**config.mk**
```make
export PLATFORM = sky130hd
export DESIGN_NAME = instr_fetch
export DESIGN_NICKNAME = d
export VERILOG_FILES = /design/src/rtl/instr_fetch_pkg.sv /design/src/rtl/instr_mem.sv /design/src/rtl/instr_fetch.sv
export SDC_FILE = /design/constraint.sdc
export NUM_CORES = 2
export LEC_CHECK = 0
export ABC_AREA = 0
export BUFFER_PORTS_ARGS = -buffer_cell sky130_fd_sc_hd__buf_2
export CAP_MARGIN = 20
export CELL_PAD_IN_SITES_DETAIL_PLACEMENT = 0
export CELL_PAD_IN_SITES_GLOBAL_PLACEMENT = 1
export CORE_AREA = 2 2 434 436
export CTS_CLUSTER_SIZE = 30
export DETAILED_ROUTE_END_ITERATION = 7
export DIE_AREA = 0 0 436 438
export GPL_TIMING_DRIVEN = 1
export PLACE_DENSITY = 0.66
export RECOVER_POWER = 25
export SYNTH_ARGS = -nofsm -noshare
export SYNTH_HDL_FRONTEND = slang
export SYNTH_HIERARCHICAL = 1
export SYNTH_SLANG_ARGS = --single-unit
```
**constraint.sdc**
```tcl
create_clock -name clk -period 12.5 [get_ports clk]
set_input_delay 2.5 -clock clk [delete_from_list [all_inputs] [get_ports clk]]
set_output_delay 2.5 -clock clk [all_outputs]
set_load 0.005 [all_outputs]
```
**src/rtl/instr_fetch_pkg.sv**
```systemverilog
// Shared definitions for the instruction-supply side of the R-type datapath:
// FSM state encodings, halt encoding and instruction field positions.
package instr_fetch_pkg;

  localparam int unsigned INSTR_W = 32;
  localparam logic [INSTR_W-1:0] HALT_WORD_DEFAULT = 32'hFFFF_FFFF;

  typedef logic [1:0] fetchState_t;
  localparam fetchState_t IDLE    = 2'd0;
  localparam fetchState_t FETCH   = 2'd1;
  localparam fetchState_t PRESENT = 2'd2;
  localparam fetchState_t DONE    = 2'd3;

  // Field positions shared with the datapath decoder.
  localparam int unsigned OP_MSB    = 31;
  localparam int unsigned OP_LSB    = 26;
  localparam int unsigned RS_MSB    = 25;
  localparam int unsigned RS_LSB    = 21;
  localparam int unsigned RT_MSB    = 20;
  localparam int unsigned RT_LSB    = 16;
  localparam int unsigned RD_MSB    = 15;
  localparam int unsigned RD_LSB    = 11;
  localparam int unsigned FUNCT_MSB = 5;
  localparam int unsigned FUNCT_LSB = 0;

  // Assemble an R-type word; shamt is left zero.
  function automatic logic [INSTR_W-1:0] rType(input logic [5:0] op, input logic [4:0] rs,
                                               input logic [4:0] rt, input logic [4:0] rd,
                                               input logic [5:0] funct);
    logic [INSTR_W-1:0] w;
    w = '0;
    w[OP_MSB:OP_LSB]       = op;
    w[RS_MSB:RS_LSB]       = rs;
    w[RT_MSB:RT_LSB]       = rt;
    w[RD_MSB:RD_LSB]       = rd;
    w[FUNCT_MSB:FUNCT_LSB] = funct;
    return w;
  endfunction

endpackage

```
**src/rtl/instr_mem.sv**
```systemverilog
// DEPTH x 32 instruction RAM: synchronous write, registered read.
// A read that coincides with a write to the same word returns the new data.
module instr_mem
  import instr_fetch_pkg::*;
#(
  parameter int unsigned DEPTH = 64,
  parameter int unsigned AW    = 6
) (
  input  logic               clk,
  input  logic               wrEn,
  input  logic [AW-1:0]      wrAddr,
  input  logic [INSTR_W-1:0] wrData,
  input  logic               rdEn,
  input  logic [AW-1:0]      rdAddr,
  output logic [INSTR_W-1:0] rdData
);

  logic [INSTR_W-1:0] mem [DEPTH];

  always_ff @(posedge clk) begin
    if (wrEn) mem[wrAddr] <= wrData;
    if (rdEn) rdData <= (wrEn && (wrAddr == rdAddr)) ? wrData : mem[rdAddr];
  end

endmodule

```
**src/rtl/instr_fetch.sv**
```systemverilog
// Instruction supplier: walks instruction memory from PC 0, presents each word
// with valid/ready, counts zero-flag results and stops on HALT or end of memory.
module instr_fetch
  import instr_fetch_pkg::*;
#(
  parameter int unsigned        DEPTH     = 64,
  parameter int unsigned        AW        = 6,
  parameter logic [INSTR_W-1:0] HALT_WORD = HALT_WORD_DEFAULT
) (
  input  logic               clk,
  input  logic               rst_n,
  input  logic               load_en,
  input  logic [AW-1:0]      load_addr,
  input  logic [INSTR_W-1:0] load_data,
  input  logic               start,
  output logic [INSTR_W-1:0] instr,
  output logic               instr_valid,
  input  logic               instr_ready,
  input  logic               zf_in,
  output logic [31:0]        pc,
  output logic [15:0]        zf_count,
  output logic               busy,
  output logic               done
);

  localparam logic [AW-1:0] LAST_WORD = AW'(DEPTH - 1);

  fetchState_t        state, stateNext;
  logic [AW-1:0]      pcWord, pcWordNext;
  logic [INSTR_W-1:0] instrNext;
  logic               validNext;
  logic [15:0]        zfNext;
  logic               memWrEn, memRdEn;
  logic [AW-1:0]      memRdAddr;
  logic [INSTR_W-1:0] memRdData;

  instr_mem #(.DEPTH(DEPTH), .AW(AW)) uMem (
    .clk    (clk),
    .wrEn   (memWrEn),
    .wrAddr (load_addr),
    .wrData (load_data),
    .rdEn   (memRdEn),
    .rdAddr (memRdAddr),
    .rdData (memRdData)
  );

  // The word is read on the edge entering FETCH, so it is available for the
  // HALT decision during FETCH and lands in instr at the end of it.
  always_comb begin
    stateNext  = state;
    pcWordNext = pcWord;
    instrNext  = instr;
    validNext  = instr_valid;
    zfNext     = zf_count;
    memWrEn    = 1'b0;
    memRdEn    = 1'b0;
    memRdAddr  = pcWord;
    case (state)
      IDLE, DONE: begin
        validNext = 1'b0;
        memWrEn   = load_en;
        if (start) begin
          stateNext  = FETCH;
          pcWordNext = '0;
          zfNext     = '0;
          memRdEn    = 1'b1;
          memRdAddr  = '0;
        end
      end
      FETCH: begin
        if (memRdData == HALT_WORD) begin
          stateNext = DONE;
          validNext = 1'b0;
        end else begin
          instrNext = memRdData;
          validNext = 1'b1;
          stateNext = PRESENT;
        end
      end
      PRESENT: begin
        if (instr_valid && instr_ready) begin
          validNext = 1'b0;
          if (zf_in && (zf_count != 16'hFFFF)) zfNext = zf_count + 16'd1;
          if (pcWord == LAST_WORD) begin
            stateNext = DONE;
          end else begin
            pcWordNext = pcWord + AW'(1);
            stateNext  = FETCH;
            memRdEn    = 1'b1;
            memRdAddr  = pcWord + AW'(1);
          end
        end
      end
      default: stateNext = IDLE;
    endcase
  end

  always_ff @(posedge clk) begin
    if (!rst_n) state <= IDLE;
    else        state <= stateNext;
  end

  // busy/done are registered from the next state so they track state exactly.
  always_ff @(posedge clk) begin
    if (!rst_n) begin
      pcWord      <= '0;
      instr       <= '0;
      instr_valid <= 1'b0;
      zf_count    <= '0;
      busy        <= 1'b0;
      done        <= 1'b0;
    end else begin
      pcWord      <= pcWordNext;
      instr       <= instrNext;
      instr_valid <= validNext;
      zf_count    <= zfNext;
      busy        <= (stateNext == FETCH) || (stateNext == PRESENT);
      done        <= (stateNext == DONE);
    end
  end

  assign pc = 32'(pcWord) << 2;

endmodule

```
# Word level (Yosys, flattened, before mapping)
# Memories as Yosys holds them, arrays and structs flattened. A register that Yosys moved wholly into a read port is not among the register bits.
# Cells that the tools add are included.
[classes]
n_addsub = 2
eq_ne = 12
muxes = 23
bitwise_logic = 1
n_reduce_logical = 8
[ops]
columns = ["operator", "n"]
rows = [
  ["16-bit two-way mux", 3],
  ["32-bit equality test (second input constant)", 1],
  ["16-bit one-hot mux with 2 select lines", 1],
  ["6-bit two-way mux", 3],
  ["16-bit by 1-bit adder with 16-bit output (second input constant)", 1],
  ["16-bit != test (second input constant)", 1],
  ["6-bit one-hot mux with 2 select lines", 1],
  ["1-bit two-way mux", 9],
  ["2-bit equality test (second input constant)", 4],
  ["6-bit by 1-bit adder with 6-bit output (second input constant)", 1],
  ["6-bit equality test (second input constant)", 1],
  ["2-bit two-way mux", 3],
  ["2-bit != test (second input constant)", 3],
  ["2-bit one-hot mux with 3 select lines", 1],
  ["2-bit by 1-bit equality test with 1-bit output (second input constant)", 2],
  ["4-bit AND reduction", 1],
  ["1-bit one-hot mux with 3 select lines", 1],
  ["1-bit logical AND", 2],
  ["2-bit logical NOT", 1],
  ["1-bit one-hot mux with 2 select lines", 1],
  ["2-bit AND reduction", 1],
  ["2-bit nonzero test", 1],
  ["2-bit OR reduction", 1],
  ["1-bit logical OR", 1],
  ["1-bit inverter", 1],
]
[word_totals]
register_bits = 59
mem_bits_rw = 2048
output_inout_bits = 83
word_cells = 54
mem_count = 1
[mem_list]
columns = ["memory", "words", "width", "rd", "rd_clocked_by_memory_dff", "wr", "line_no", "rtl"]
rows = [
  ["uMem.mem", 64, 32, 1, 1, 1, "instr_mem.sv:18", "logic [INSTR_W-1:0] mem [DEPTH];"],
]

# Logic depth before layout (Yosys ltp)
[depth]
word_depth = 6
ltp_mapped = 20
mapped_depth_nobuf = 12

# Hierarchy
# Netlist, hierarchy kept.
[modules_own_cells]
columns = ["mod", "instances", "cells_each", "area_per_inst_um2", "seq_area_each_um2"]
rows = [
  ["instr_mem", 1, 4163, 80302.0, 62459.9],
  ["instr_fetch", 1, 375, 3175.5, 1181.1],
]

# Worst setup path before layout
# OpenSTA, ideal clock, no wires.
[synth_timing]
path_kind = "input to register"
from = "input load_addr[5]"
to = "memory uMem.mem[48][0], enable pin"
setup_time_ps = 461
t_arrival_ps = 5425
t_required_ps = 12039
slack_ps = 6614
stages = 4
path_buffers = 1
cell_sequence = "clkbuf_1 -> nand3_1 -> or3_1 -> nor3_1"
[synth_rtl]
columns = ["element", "line_no", "rtl"]
rows = [
  ["start: declaration", "instr_fetch.sv:13", "input logic [AW-1:0] load_addr,"],
  ["end: declaration", "instr_mem.sv:18", ""],
]
# No word-level cell before the write port.

# Worst setup path in the final report
[layout_timing]
from = "input instr_ready"
to = "register uMem.rdData[24] (read register of uMem.mem), data pin"
[layout_via]
elab_chain_cells = 3
elab_cells_between_ends = 5
[layout_rtl]
columns = ["element", "line_no", "rtl"]
rows = [
  ["start: declaration", "instr_fetch.sv:18", "input logic instr_ready,"],
  ["1-bit logical AND", "instr_fetch.sv:81", "if (instr_valid && instr_ready) begin"],
  ["6-bit two-way mux", "-", ""],
  ["6-bit one-hot mux with 2 select lines", "-", ""],
  ["named net memRdAddr[2]", "instr_fetch.sv:34", "logic [AW-1:0] memRdAddr;"],
  ["end: declaration", "instr_mem.sv:15", "output logic [INSTR_W-1:0] rdData"],
]
# The timed path passes the listed nets, and every way through them passes these cells.
# A chain may end at the register's enable or synchronous reset.

==> metrics.cfg <==
[status]
run_status = finished, violations left
violations = capacitance limit, slew limit

[cts]
cts_tree = done
post_cts_hold_buffer_count = 0
cts_post_setup_buffers_inserted = 0
cts_resized = 0
worstSkewPairLatency_ps = 870
clock_path_buffers = 3
clkTransAtPathRegs_ps = 60
clock-root-buffer = clkbuf_16
htreeDepth = 4
cts.sink_count = 2139
cts_made_buffers = 216

[timing]
clock-skew-final_ps = 38.0
setup_violating_endpoint_count_in_the_final_report = 0
final_min_period_over_clock_period = 0.489
grt_setup_unrepaired = false
max_freq_ghz = 0.164
timing.slew.headroom = -1.49
hold_violations = 0
final_max_tran_viols = 1727
holdWs_ps = 454
min_period_ps = 6110
final.setup.tns_ps = 0
worst_slew_pin_slew_ps = 3730

[worst_hold_path]
hold_path_cells = 2
hold_path_class = register to register

[floorplan]
floorplan.rows = 159
dieWidth_um = 436
die_area_um2 = 191000
design.core.area_um2 = 187000
floorplan.initialDensity = 0.447
floorplan_die_height_um = 438
floorplan.io_pins = 127

[yosys]
synth_top_area_frac = 0.748
synthesis.area_um2 = 83500
synth_warnings = 6
ys_ff_latch = 2139
synth.top_cells.by_area = edfxtp_1, mux2i_1, mux4_2
post_synth_inst_count = 4538
commonest_register_cell_after_synthesis = edfxtp_1
synth.yosys.seq_area_share = 0.762
synth_top_cells_by_count = edfxtp_1, mux2i_1, a22oi_1
post_synth_num_cell_types = 58
number_of_synthesized_flops_with_an_enable_pin = 2080
synthArstFlopShare = 0
synth_most_common_cell = edfxtp_1
post_synth.cell_area_avg_um2 = 18.4
yosys.area.top_type = edfxtp_1

[power_and_ir_drop]
power.total_mw = 14.5
p_clk_frac = 0.421
int_power_mw = 11.4
register_share_of_total_power = 0.553
power.density_cell_area_nw_per_um2 = 154
vdd_ir_drop_max_mv = 0.127
power_switching_mw = 3.08
switching_share = 0.213
pwr-share-comb = 0.026
leakagePower_nw = 27.7

[final_layout]
layout.cell_area.non_filler_um2 = 94100
area_growth_syn_to_layout_pct = 12.7
post_route_cells_drive_above_1_share = 0.152
finish.net_count = 4771
finished_layout_cells = 7402
filler_cell_count = 15229

[placed_design]
place_inst = 6999
detailed_place_hpwl_um = 116000
gp_congestion = 0.828
dpl-instance-area_um2 = 87500
placement.io_buffers = 100

[drt]
drt_pre_antenna_iters = 6
route.detailed.wl_per_inst_um = 30.7
detailedRoute.firstIterationViolations = 5015
post-route-drc-count = 0
wirelength_um = 227000
avgViaCountPerCell = 5.91
number_of_nets_still_failing_antenna_checks_after_routing = 0
routed-via-count = 43732

[global_routing]
largest_net_degree_at_the_start_of_global_routing = 144
grt_pass1_vias = 42803
grt_first_pass_wirelength_um = 317000
grt.total_usage = 0.234
grt_overflow_total = 0
antenna_found_initial = 17

[setup_path]
crit_path_start_kind = input pin
critical_path_required_ps = 13120
critical_path.endpoint_type = register
setup.worst_path.class = input pin to register
worstRegToRegCells = 13
cp_max_fo = 118
arrival_ps = 6730

[job]
max_cap_viol = 26

[cell usage in the layout, fill, tap and decap left out, drive strengths merged, types with 55 or more instances in the layout]
master	instances
a21oi	79
a22oi	405
buf	214
clkbuf	285
clkinv	121
dfxtp	59
edfxtp	2080
mux2i	850
mux4	137
nand2	174
nand3	137
nand4	55
nor2	80
[final cells by class]
type	count	area, um2	share of cell area
Multi-Input combinational cell	2114	19000	0.202
Clock inverter	140	1110	0.0118
Tap cell	2495	3120	0.0332
Sequential cell	2139	63600	0.676
Timing Repair Buffer	240	1560	0.0166
Antenna cell	4	10.0	0.000106
Inverter	11	41.3	0.000439
Clock buffer	259	5580	0.0593
[critical path, cell delays in order]
cell and delay (ps):
buf_2 130, and2_1 250, a31o_2 290, a31oi_4 320
buf_12 510, buf_4 950, mux2i_1 280, a22oi_1 110
nand3_1 260, nand4_1 350, a32oi_1 280, nand2_1 70
[layer usage]
| metal | vias to the layer above | wire length [um] | global-route usage |
|---|---|---|---|
| met5 | - | 0 | 0 |
| met4 | 0 | 8400 | 0.0883 |
| met3 | 317 | 20300 | 0.0568 |
| met2 | 1745 | 103000 | 0.356 |
| met1 | 22926 | 95000 | 0.329 |
| li1 | 18744 | - | - |
[state kept, by name, summed over array words and instances, names as in the netlist]
signal,count
zf_count,16
uMem/mem,2048
done,1
state,2
busy,1
uMem/rdData,32
pcWord,6
instr_valid,1
instr,32
[final timing paths]
path / startpoint / endpoint / slack [ps]
setup / recovery: instr_ready / uMem/rdData[24] / 6390
hold / removal: instr[23] / instr[23] / 450
setup reg to reg: state[0] / uMem/rdData[24] / 7110
hold reg to reg: instr[23] / instr[23] / 450
[logic make-up (layout without fill, tap and decap cells)]
kind of cell             count (synthesis)  after routing  synth area share
flip-flops                            2139           2139             0.762
multiplexers                           988            988             0.139
other                                    1             30         0.0000449
AND/OR/NAND/NOR                        519            519            0.0299
AO/OA/AOI/OAI                          570            570            0.0495
XOR/XNOR                                 6              6          0.000630
buffers and inverters                  310            650            0.0177
adder cells (fa/ha/maj)                  5              5          0.000749
[power by group through the flow]
stage	logic [mW]	clock network, mW	registers [mW]
after floorplan	0.150	0	8.11
after global placement	0.371	0	8.14
after detailed placement	0.379	0	8.14
after CTS	0.379	6.21	7.99
after global routing	0.402	6.49	8.01
final	0.375	6.10	8.01
[through the flow]
step | setup slack [ps] | utilization
after floorplan | 6610 | -
after global placement | 5440 | 0.469
after detailed placement | 5510 | 0.469
after CTS | 6470 | 0.505
after global routing | 6200 | 0.504
final | 6390 | 0.504
No activity file was read; power rests on OpenSTA's default activity.
